**src/rtl/seven_seg_scan_pkg.sv**
```systemverilog
// Shared seven-segment definitions for the display blocks.
//   SEG_DIGIT   active-low {g,f,e,d,c,b,a} patterns for decimal 0..9
//   SEG_DASH    shown for any digit value outside its legal range
//   SEG_BLANK   all segments off
//   digit_idx_t index of a digit position on the 4-digit display
//   digit_in_range() range check used by the decoders
package seg_pkg;

    localparam int NUM_DIGITS = 4;
    localparam int IDX_W      = 2;

    typedef logic [IDX_W-1:0] digit_idx_t;

    // Digit positions, rightmost first.
    typedef enum logic [IDX_W-1:0] {
        DIG_SEC_ONES = 2'd0,
        DIG_SEC_TENS = 2'd1,
        DIG_MIN_ONES = 2'd2,
        DIG_MIN_TENS = 2'd3
    } digit_pos_e;

    localparam logic [6:0] SEG_DIGIT [0:9] = '{
        7'h40, 7'h79, 7'h24, 7'h30, 7'h19,
        7'h12, 7'h02, 7'h78, 7'h00, 7'h10
    };

    localparam logic [6:0] SEG_DASH  = 7'h3F;
    localparam logic [6:0] SEG_BLANK = 7'h7F;

    function automatic logic digit_in_range(input logic [3:0] value,
                                            input logic [3:0] max_digit);
        return value <= max_digit;
    endfunction

endpackage

```
**src/rtl/seven_seg_scan_if.sv**
```systemverilog
// Digit interface between the stopwatch counter and the display scanner.
//   dig0..dig3  BCD time digits (sec ones, sec tens, min ones, min tens)
//   adj_en      adjust mode active, enables blinking
//   adj_sel     0: seconds pair blinks, 1: minutes pair blinks
//   seg         active-low cathodes {dp,g,f,e,d,c,b,a}
//   an          active-low anodes, an[0] is the rightmost digit
// master: counter side (drives digits), slave: scanner side (drives pins).
interface seven_seg_scan_if;

    logic [3:0] dig0;
    logic [2:0] dig1;
    logic [3:0] dig2;
    logic [2:0] dig3;
    logic       adj_en;
    logic       adj_sel;
    logic [7:0] seg;
    logic [3:0] an;

    modport master (
        output dig0, dig1, dig2, dig3, adj_en, adj_sel,
        input  seg, an
    );

    modport slave (
        input  dig0, dig1, dig2, dig3, adj_en, adj_sel,
        output seg, an
    );

endinterface

```
**src/rtl/seven_seg_scan_bcd_to_seg.sv**
```systemverilog
// Combinational BCD to seven-segment decoder.
//   value      4-bit digit value
//   max_digit  largest legal value for this digit position (9 or 5)
//   pattern    active-low {g,f,e,d,c,b,a}; dash when value exceeds max_digit
module bcd_to_seg
    import seg_pkg::*;
(
    input  logic [3:0] value,
    input  logic [3:0] max_digit,
    output logic [6:0] pattern
);

    always_comb begin
        pattern = SEG_DASH;
        if (digit_in_range(value, max_digit)) begin
            pattern = SEG_DIGIT[value];
        end
    end

endmodule

```
**src/rtl/seven_seg_scan.sv**
```systemverilog
// Four-digit common-anode seven-segment scanner for the stopwatch.
// Time-multiplexes the anodes over four equal slots, shows a frame-stable
// snapshot of the digits, blanks the anodes at the start of every slot to
// stop ghosting, blinks the selected digit pair in adjust mode and lights
// the decimal point of the minutes-ones digit as the mm.ss separator.
//   clk   system clock
//   rst   asynchronous active-low reset
//   bus   seven_seg_scan_if.slave (digits/adjust in, seg/an out)
module seven_seg_scan
    import seg_pkg::*;
#(
    parameter int CLK_HZ      = 100_000_000,
    parameter int SCAN_HZ     = 500,
    parameter int BLANK_CYC   = 1000,
    parameter int BLINK_HZ    = 2,
    parameter int LZ_SUPPRESS = 0
) (
    input  logic            clk,
    input  logic            rst,
    seven_seg_scan_if.slave bus
);

    localparam int DIV     = CLK_HZ / SCAN_HZ;
    localparam int HALF    = CLK_HZ / (2 * BLINK_HZ);
    localparam int SLOT_W  = (DIV  > 2) ? $clog2(DIV)  : 1;
    localparam int BLINK_W = (HALF > 2) ? $clog2(HALF) : 1;

    localparam logic [SLOT_W-1:0]  SLOT_LAST  = SLOT_W'(DIV - 1);
    localparam logic [SLOT_W-1:0]  BLANK_END  = SLOT_W'(BLANK_CYC);
    localparam logic [BLINK_W-1:0] BLINK_LAST = BLINK_W'(HALF - 1);

    logic [SLOT_W-1:0]               slot_cnt;
    digit_idx_t                      idx;
    logic [BLINK_W-1:0]              blink_cnt;
    logic                            phase;
    logic [NUM_DIGITS-1:0][3:0]      shadow;
    logic                            first_frame;
    logic [7:0]                      seg_q;
    logic [3:0]                      an_q;

    logic                            slot_end;
    logic                            capture;
    logic [3:0]                      cur_value;
    logic [3:0]                      cur_max;
    logic [6:0]                      cur_pattern;
    logic                            blank_slot;
    logic [3:0]                      an_next;
    logic [7:0]                      seg_next;

    assign slot_end = (slot_cnt == SLOT_LAST);

    // Snapshot at the 3->0 wrap so a frame never mixes old and new digits;
    // right after reset the first frame grabs the inputs immediately.
    assign capture = first_frame || (slot_end && (idx == DIG_MIN_TENS));

    always_ff @(posedge clk or negedge rst) begin
        if (!rst) begin
            slot_cnt <= '0;
            idx      <= '0;
        end else if (slot_end) begin
            slot_cnt <= '0;
            idx      <= idx + 1'b1;
        end else begin
            slot_cnt <= slot_cnt + 1'b1;
        end
    end

    // Leaving adjust mode clears the phase so the next entry starts visible.
    always_ff @(posedge clk or negedge rst) begin
        if (!rst) begin
            blink_cnt <= '0;
            phase     <= 1'b0;
        end else if (!bus.adj_en) begin
            blink_cnt <= '0;
            phase     <= 1'b0;
        end else if (blink_cnt == BLINK_LAST) begin
            blink_cnt <= '0;
            phase     <= ~phase;
        end else begin
            blink_cnt <= blink_cnt + 1'b1;
        end
    end

    always_ff @(posedge clk or negedge rst) begin
        if (!rst) begin
            shadow      <= '0;
            first_frame <= 1'b1;
        end else begin
            first_frame <= 1'b0;
            if (capture) begin
                shadow <= {{1'b0, bus.dig3}, bus.dig2, {1'b0, bus.dig1}, bus.dig0};
            end
        end
    end

    // Tens digits (odd positions) only go to 5.
    assign cur_value = shadow[idx];
    assign cur_max   = idx[0] ? 4'd5 : 4'd9;

    bcd_to_seg u_dec (
        .value     (cur_value),
        .max_digit (cur_max),
        .pattern   (cur_pattern)
    );

    // idx[1] separates the seconds pair (0) from the minutes pair (1).
    always_comb begin
        blank_slot = bus.adj_en && phase && (idx[1] == bus.adj_sel);
        if ((LZ_SUPPRESS != 0) && (idx == DIG_MIN_TENS) && (shadow[3] == 4'd0)) begin
            blank_slot = 1'b1;
        end
    end

    always_comb begin
        an_next = 4'hF;
        if (!(slot_cnt < BLANK_END) && !blank_slot) begin
            an_next = ~(4'b0001 << idx);
        end
        seg_next = {(idx != DIG_MIN_ONES), cur_pattern};
    end

    always_ff @(posedge clk or negedge rst) begin
        if (!rst) begin
            an_q  <= 4'hF;
            seg_q <= 8'hFF;
        end else begin
            an_q  <= an_next;
            seg_q <= seg_next;
        end
    end

    assign bus.an  = an_q;
    assign bus.seg = seg_q;

endmodule
```
**src/flat_wrapper.sv**
```systemverilog
// flat-port wrapper written by rule: the top's interface ports become plain ports
module seven_seg_scan_flat import seg_pkg::*;
#(
    parameter int CLK_HZ      = 100_000_000,
    parameter int SCAN_HZ     = 500,
    parameter int BLANK_CYC   = 1000,
    parameter int BLINK_HZ    = 2,
    parameter int LZ_SUPPRESS = 0
)
  (clk, rst, bus_dig0, bus_dig1, bus_dig2, bus_dig3, bus_adj_en, bus_adj_sel, bus_seg, bus_an);
  seven_seg_scan_if bus_i ();
  input  logic clk;
  input  logic rst;
  input wire logic [$bits(bus_i.dig0)-1:0] bus_dig0;
  input wire logic [$bits(bus_i.dig1)-1:0] bus_dig1;
  input wire logic [$bits(bus_i.dig2)-1:0] bus_dig2;
  input wire logic [$bits(bus_i.dig3)-1:0] bus_dig3;
  input wire logic [$bits(bus_i.adj_en)-1:0] bus_adj_en;
  input wire logic [$bits(bus_i.adj_sel)-1:0] bus_adj_sel;
  output wire logic [$bits(bus_i.seg)-1:0] bus_seg;
  output wire logic [$bits(bus_i.an)-1:0] bus_an;
  assign bus_i.dig0 = bus_dig0;
  assign bus_i.dig1 = bus_dig1;
  assign bus_i.dig2 = bus_dig2;
  assign bus_i.dig3 = bus_dig3;
  assign bus_i.adj_en = bus_adj_en;
  assign bus_i.adj_sel = bus_adj_sel;
  assign bus_seg = bus_i.seg;
  assign bus_an = bus_i.an;
  seven_seg_scan #(.CLK_HZ(CLK_HZ), .SCAN_HZ(SCAN_HZ), .BLANK_CYC(BLANK_CYC), .BLINK_HZ(BLINK_HZ), .LZ_SUPPRESS(LZ_SUPPRESS)) u_core (.clk(clk), .rst(rst), .bus(bus_i));
endmodule
```
**config.mk**
```make
export PLATFORM = sky130hd
export DESIGN_NAME = seven_seg_scan_flat
export DESIGN_NICKNAME = d
export VERILOG_FILES = /design/src/rtl/seven_seg_scan_pkg.sv /design/src/rtl/seven_seg_scan_if.sv /design/src/rtl/seven_seg_scan_bcd_to_seg.sv /design/src/rtl/seven_seg_scan.sv /design/src/flat_wrapper.sv
export SDC_FILE = /design/constraint.sdc
export NUM_CORES = 1
export LEC_CHECK = 0
export CAP_MARGIN = 0
export CELL_PAD_IN_SITES_DETAIL_PLACEMENT = 1
export CELL_PAD_IN_SITES_GLOBAL_PLACEMENT = 1
export CORE_ASPECT_RATIO = 2
export CORE_MARGIN = 8
export CORE_UTILIZATION = 50
export DETAILED_ROUTE_END_ITERATION = 8
export PLACE_DENSITY_LB_ADDON = 0.05
export SYNTH_ARGS = -nofsm -noshare
export SYNTH_HDL_FRONTEND = slang
export SYNTH_HIERARCHICAL = 1
export SYNTH_SLANG_ARGS = --single-unit
export TNS_END_PERCENT = 20
```
**constraint.sdc**
```tcl
create_clock -name clk -period 6.1 [get_ports clk]
set_input_delay 1.22 -clock clk [delete_from_list [all_inputs] [get_ports clk]]
set_output_delay 1.22 -clock clk [all_outputs]
set_load 0.02 [all_outputs]
```
**Word-level counts from Yosys, hierarchy flattened**

Memories as Yosys holds them, arrays and structs flattened.
Index checks and enable logic that the tools add are counted.

- Flip-flop bits (word level): 73
- Bits of input ports: 18
- Word-level logic and storage cells: 48
- Output and inout bits: 12
- Memories kept: 1
- ROM bits: 112

Memories:

| memory | depth | width | read ports | clocked after Yosys merged registers in | write ports | line | text |
|---|---|---|---|---|---|---|---|
| (no name shown) | 16 | 7 | 1 | 0 | 0 | seven_seg_scan_bcd_to_seg.sv:16 | `pattern = SEG_DIGIT[value];` |

- Bitwise gates (word level): 3
- Multiplexer cells: 12
- Reductions and logical operators: 7
- Order comparisons: 4
- Eq/ne operators: 6
- Shift operators: 1
- Add/subtract/negate cells: 3

Operator list:

| cell | number |
|---|---|
| $mux W25 | 2 |
| $add A25 B1 Y25 const B | 1 |
| $eq A25 B25 Y1 const B | 1 |
| $mux W7 | 3 |
| $add A18 B1 Y18 const B | 1 |
| $eq A18 B18 Y1 const B | 1 |
| $lt A18 B10 Y1 const B | 1 |
| $mux W18 | 1 |
| $mux W4 | 3 |
| $bmux W4 S2 | 1 |
| $ge A5 B5 Y1 const B | 1 |
| $not A4 Y5 | 1 |
| $le A4 B4 Y1 | 1 |
| $logic_and A1 B1 Y1 | 4 |
| $not A4 Y4 | 1 |
| $shl A1 B2 Y4 const A | 1 |
| $lt A2 B3 Y1 const B | 1 |
| $add A2 B1 Y2 const B | 1 |
| $eq A2 B2 Y1 const B | 1 |
| $logic_not A1 Y1 | 2 |
| $mux W1 | 2 |
| $ne A2 B1 Y1 const B | 1 |
| $ne A2 B2 Y1 const B | 1 |
| $eq A1 B1 Y1 | 1 |
| other kinds (2) | 2 |

**Logic depth before layout (Yosys ltp)**

- Word-level depth: 7
- Gate-level depth with buffers: 7
- Mapped depth without buffers: 6

**Cells and area by module**

Netlist, hierarchy kept.

Modules (own cells, without submodules):

| module | times used | cells an instance | sequential area each (um^2) | area an instance (um^2) |
|---|---|---|---|---|
| seven_seg_scan | 1 | 295 | 1843.0 | 3375.7 |
| bcd_to_seg | 1 | 38 | 0.0 | 301.5 |

**Least setup slack after synthesis**

OpenSTA, ideal clock, no wires.

- Kind: register -> register
- From: register u_core.slot_cnt[0]
- To: register u_core/shadow[0] (netlist name)
- Setup time: 0.125 ns
- Arrival: 1.936 ns
- Stages on the path, launching flop included: 7
- Clock period less this slack: 2.061 ns
- Data required time: 5.975 ns
- Buffers on the path: 1
- Path slack: 4.039 ns
- Cells stage by stage: dfrtp_1 ha_1 nand4_2 or2_1 o31ai_4 buf_4 mux2_2

- Word-level cells in the longest chain between the ends: 3

Ends and longest elaborated chain:

| item | line | text |
|---|---|---|
| start: declaration | seven_seg_scan.sv:32 | `logic [SLOT_W-1:0] slot_cnt;` |
| start signal: assignment | seven_seg_scan.sv:64 | `slot_cnt <= slot_cnt + 1'b1;` |
| $eq A18 B18 Y1 | seven_seg_scan.sv:50 | `assign slot_end = (slot_cnt == SLOT_LAST);` |
| $logic_and A1 B1 Y1 | seven_seg_scan.sv:54 | `assign capture = first_frame \|\| (slot_end && (idx == DIG_MIN_TENS));` |
| $logic_or A1 B1 Y1 | seven_seg_scan.sv:54 |  |
| end signal: assignment | seven_seg_scan.sv:91 | `shadow <= {{1'b0, bus.dig3}, bus.dig2, {1'b0, bus.dig1}, bus.dig0};` |
| end: declaration | seven_seg_scan.sv:36 | `logic [NUM_DIGITS-1:0][3:0] shadow;` |

No other way between the ends.
A chain may end at the register's enable or synchronous reset.

**Worst setup path after layout**

- From: register u_core.an_q[1] (netlist: u_core/bus.an[1])
- To: output port bus_an[1]

RTL lines:

| item | line | text |
|---|---|---|
| start: declaration | seven_seg_scan.sv:39 | `logic [3:0] an_q;` |
| start signal: assignment | seven_seg_scan.sv:127 | `an_q <= an_next;` |
| end: declaration | flat_wrapper.sv:21 | `output wire logic [$bits(bus_i.an)-1:0] bus_an;` |

No word-level cell between the ends.

==> reports/metrics.yaml <==
outcome: "completed"
rsz0062_at_grt: "no"
syn_area_um2: 3680
fmaxAchievable_mhz: 373
drtIter0Drc: 79
syn_inst: 333
crit_slowest_cell: "clkdlybuf4s50_1"
numCtsBuffers: 9
setup_viol: 0
grt_first_pass_wirelength_um: 15000
routed_wl_um: 8850
period_share_pct: 43.9
route.detailed.wl_per_inst_um: 19.1
tightestPinTransition_ns: 0.934
root_buffer: "clkbuf_16"
syn_to_final_growth_pct: 18.1
vdd_ir_drop_max_uv: 181
yosysWarnings: 6
h-tree-depth: 3
vias: 2619
drc: 0
leakagePower_nw: 1.82
cts_sinks: 73
grt_max_degree: 74
required_ns: 4.88
cts_setup_buffers: 0
chipWidth_um: 76.6
cap_viol_max_count: 0
nNetsFinal: 400
grt_pass1_vias: 2986
io_buffers: 29
critPathLaunchType: "flip-flop"
end_kind: "output pin"
cp.buffers_inverters: 1
fin_cells: 463
yosysUniqueCellTypes: 55
cts_resized: 0
via_per_inst: 5.66
grt_overflow: 0
synth_edf_count: 0
dp.final_hpwl_um: 6410
skew_ns: 0.00453
io-pin-count: 30
crit_path_cell_trace: "clkdlybuf4s50_1"
worstPathArrival_ns: 1.46
syn_avg_cell_area_um2: 11.0
die_area_um2: 10500
crit_type: "reg -> out"
ant_nets: 0
dp.cells: 448
antenna_found_initial: 0
p_per_area_nw_per_um2: 268
drv_slew: 0
ys.flop_type: "dfrtp_1"
slew_headroom_pct: 37.7
tns_ns: 0
drive_above_1_share_pct: 16.7
clk_path_buf_depth: 2
min_period_ns: 2.68
core_region_area_um2: 7210
async_flop_share_pct: 100
antenna_cells: 0
slowest_delay_ns: 0.60
globalplace.congestion: 0.814
fp.dieH_um: 137
ys_seq_area_share_pct: 50.1
synth-seq-cells: 73
grt_usage_pct: 18.3
cp_top_family: "buffers and inverters"
cts_tree: "done"
crit_fanout: 1
clk_pin_slew_worst_paths_ns: 0.05
hold_violations: 0
rows: 44
total_power_mw: 1.16
first_pass_iters: 4
initial_utilization_pct: 51.0
holdBufCountCts: 0
clk_latency_ns: 0.33
worstHoldPathType: "reg -> reg"
layout by cell type, fill, tap and decap left out, types with 3 or more instances in the layout:
cell type	synthesis	final
and3_1	5	5
mux2_2	15	15
or4_1	6	6
nor4_1	9	9
xnor2_1	17	17
nor3_1	10	10
or3_1	5	5
nor2b_1	4	4
conb_1	2	3
clkdlybuf4s50_1	0	28
o21ai_0	5	5
o31ai_1	7	7
xor2_1	12	12
mux2i_1	5	5
mux4_2	3	3
ha_1	15	15
nand2_1	27	27
nand3_1	12	12
dfstp_2	13	13
a21oi_1	10	10
inv_1	17	17
clkbuf_16	0	9
nand4_1	5	5
nor2_1	29	29
dfrtp_1	60	60
o211ai_1	3	3
power breakdown:
| group | total [mW] | switching [mW] | internal [mW] |
|---|---|---|---|
| Combinational | 0.114 | 0.0599 | 0.0537 |
| Sequential | 0.522 | 0.00980 | 0.512 |
| Clock | 0.527 | 0.192 | 0.335 |
| Total | 1.16 | 0.262 | 0.901 |
cell usage after synthesis, drive strengths merged, types with 6 or more instances:
cell	instances	area share, %
xor2	12	2.9
nand2	27	2.8
nand4	7	1.8
dfrtp	60	41
a21oi	11	1.6
nor3	10	1.4
ha	15	5.1
inv	17	1.7
o31ai	9	2.3
dfstp	13	9.3
or3	6	1.1
xnor2	17	4.0
nor2	29	3.0
nor4	10	2.1
mux2	15	4.6
nand3	13	1.9
or4	7	1.5
final timing paths:
kind | startpoint | cells after the start | endpoint | slack, ns
max in group asynchronous | rst | 2 | u_core/blink_cnt[22]$_DFF_PN0_ | 4.38
min in group asynchronous | rst | 2 | u_core/slot_cnt[8]$_DFF_PN0_ | 1.10
max | u_core/bus.an[1]$_DFF_PN1_ | 1 | bus_an[1] | 3.42
min reg2reg | u_core/blink_cnt[0]$_DFF_PN0_ | 1 | u_core/blink_cnt[0]$_DFF_PN0_ | 0.50
max reg2reg | u_core/slot_cnt[14]$_DFF_PN0_ | 4 | u_core/shadow[4]$_DFFE_PN0P_ | 3.60
min | u_core/blink_cnt[0]$_DFF_PN0_ | 1 | u_core/blink_cnt[0]$_DFF_PN0_ | 0.50
per-layer routing:
layer  GRT usage [%]  wire (um)  vias up
li1                -          -     1243
met1            16.5       3010     1326
met2            37.0       5430       36
met3            3.79        207       14
met4            9.05        207        0
met5               0          0        -
kinds of logic (layout without fill, tap and decap cells):
kind of cell             Yosys count  after routing  share of synthesized area (%)
AO/OA/AOI/OAI                     36             36                           7.32
XOR/XNOR                          29             29                           6.91
adder cells (fa/ha/maj)           15             15                           5.10
buffers and inverters             26             63                           3.10
flip-flops                        73             73                           50.1
multiplexers                      23             23                           7.79
other                              2              3                          0.204
AND/OR/NAND/NOR                  129            129                           19.5
sequential cells by signal (all words and copies together), names as in the netlist:
| name | count |
|---|---|
| u_core/blink_cnt | 25 |
| u_core/bus.an | 4 |
| u_core/first_frame | 1 |
| u_core/phase | 1 |
| u_core/bus.seg | 8 |
| u_core/idx | 2 |
| u_core/shadow | 14 |
| u_core/slot_cnt | 18 |
layout make-up:
cell class	instances	area (um^2)
Clock buffer	12	256
Clock inverter	3	40.0
Fill cell	775	2870
Inverter	17	63.8
Multi-Input combinational cell	235	1720
Sequential cell	73	1840
Tap cell	92	115
Timing Repair Buffer	31	300
stage by stage:
step / instance area [um^2] / setup WS, ns / util (%) / hold WS [ns]
2_1_floorplan: 3680 / 4.04 / - / 0.448
3_3_place_gp: 4050 / 3.62 / 56.1 / 0.470
3_5_place_dp: 4050 / 3.57 / 56.1 / 0.490
4_1_cts: 4340 / 3.39 / 60.2 / 0.499
5_1_grt: 4340 / 3.38 / 60.2 / 0.528
6_report: 4340 / 3.42 / 60.2 / 0.495
(Power assumes the default switching activity.)
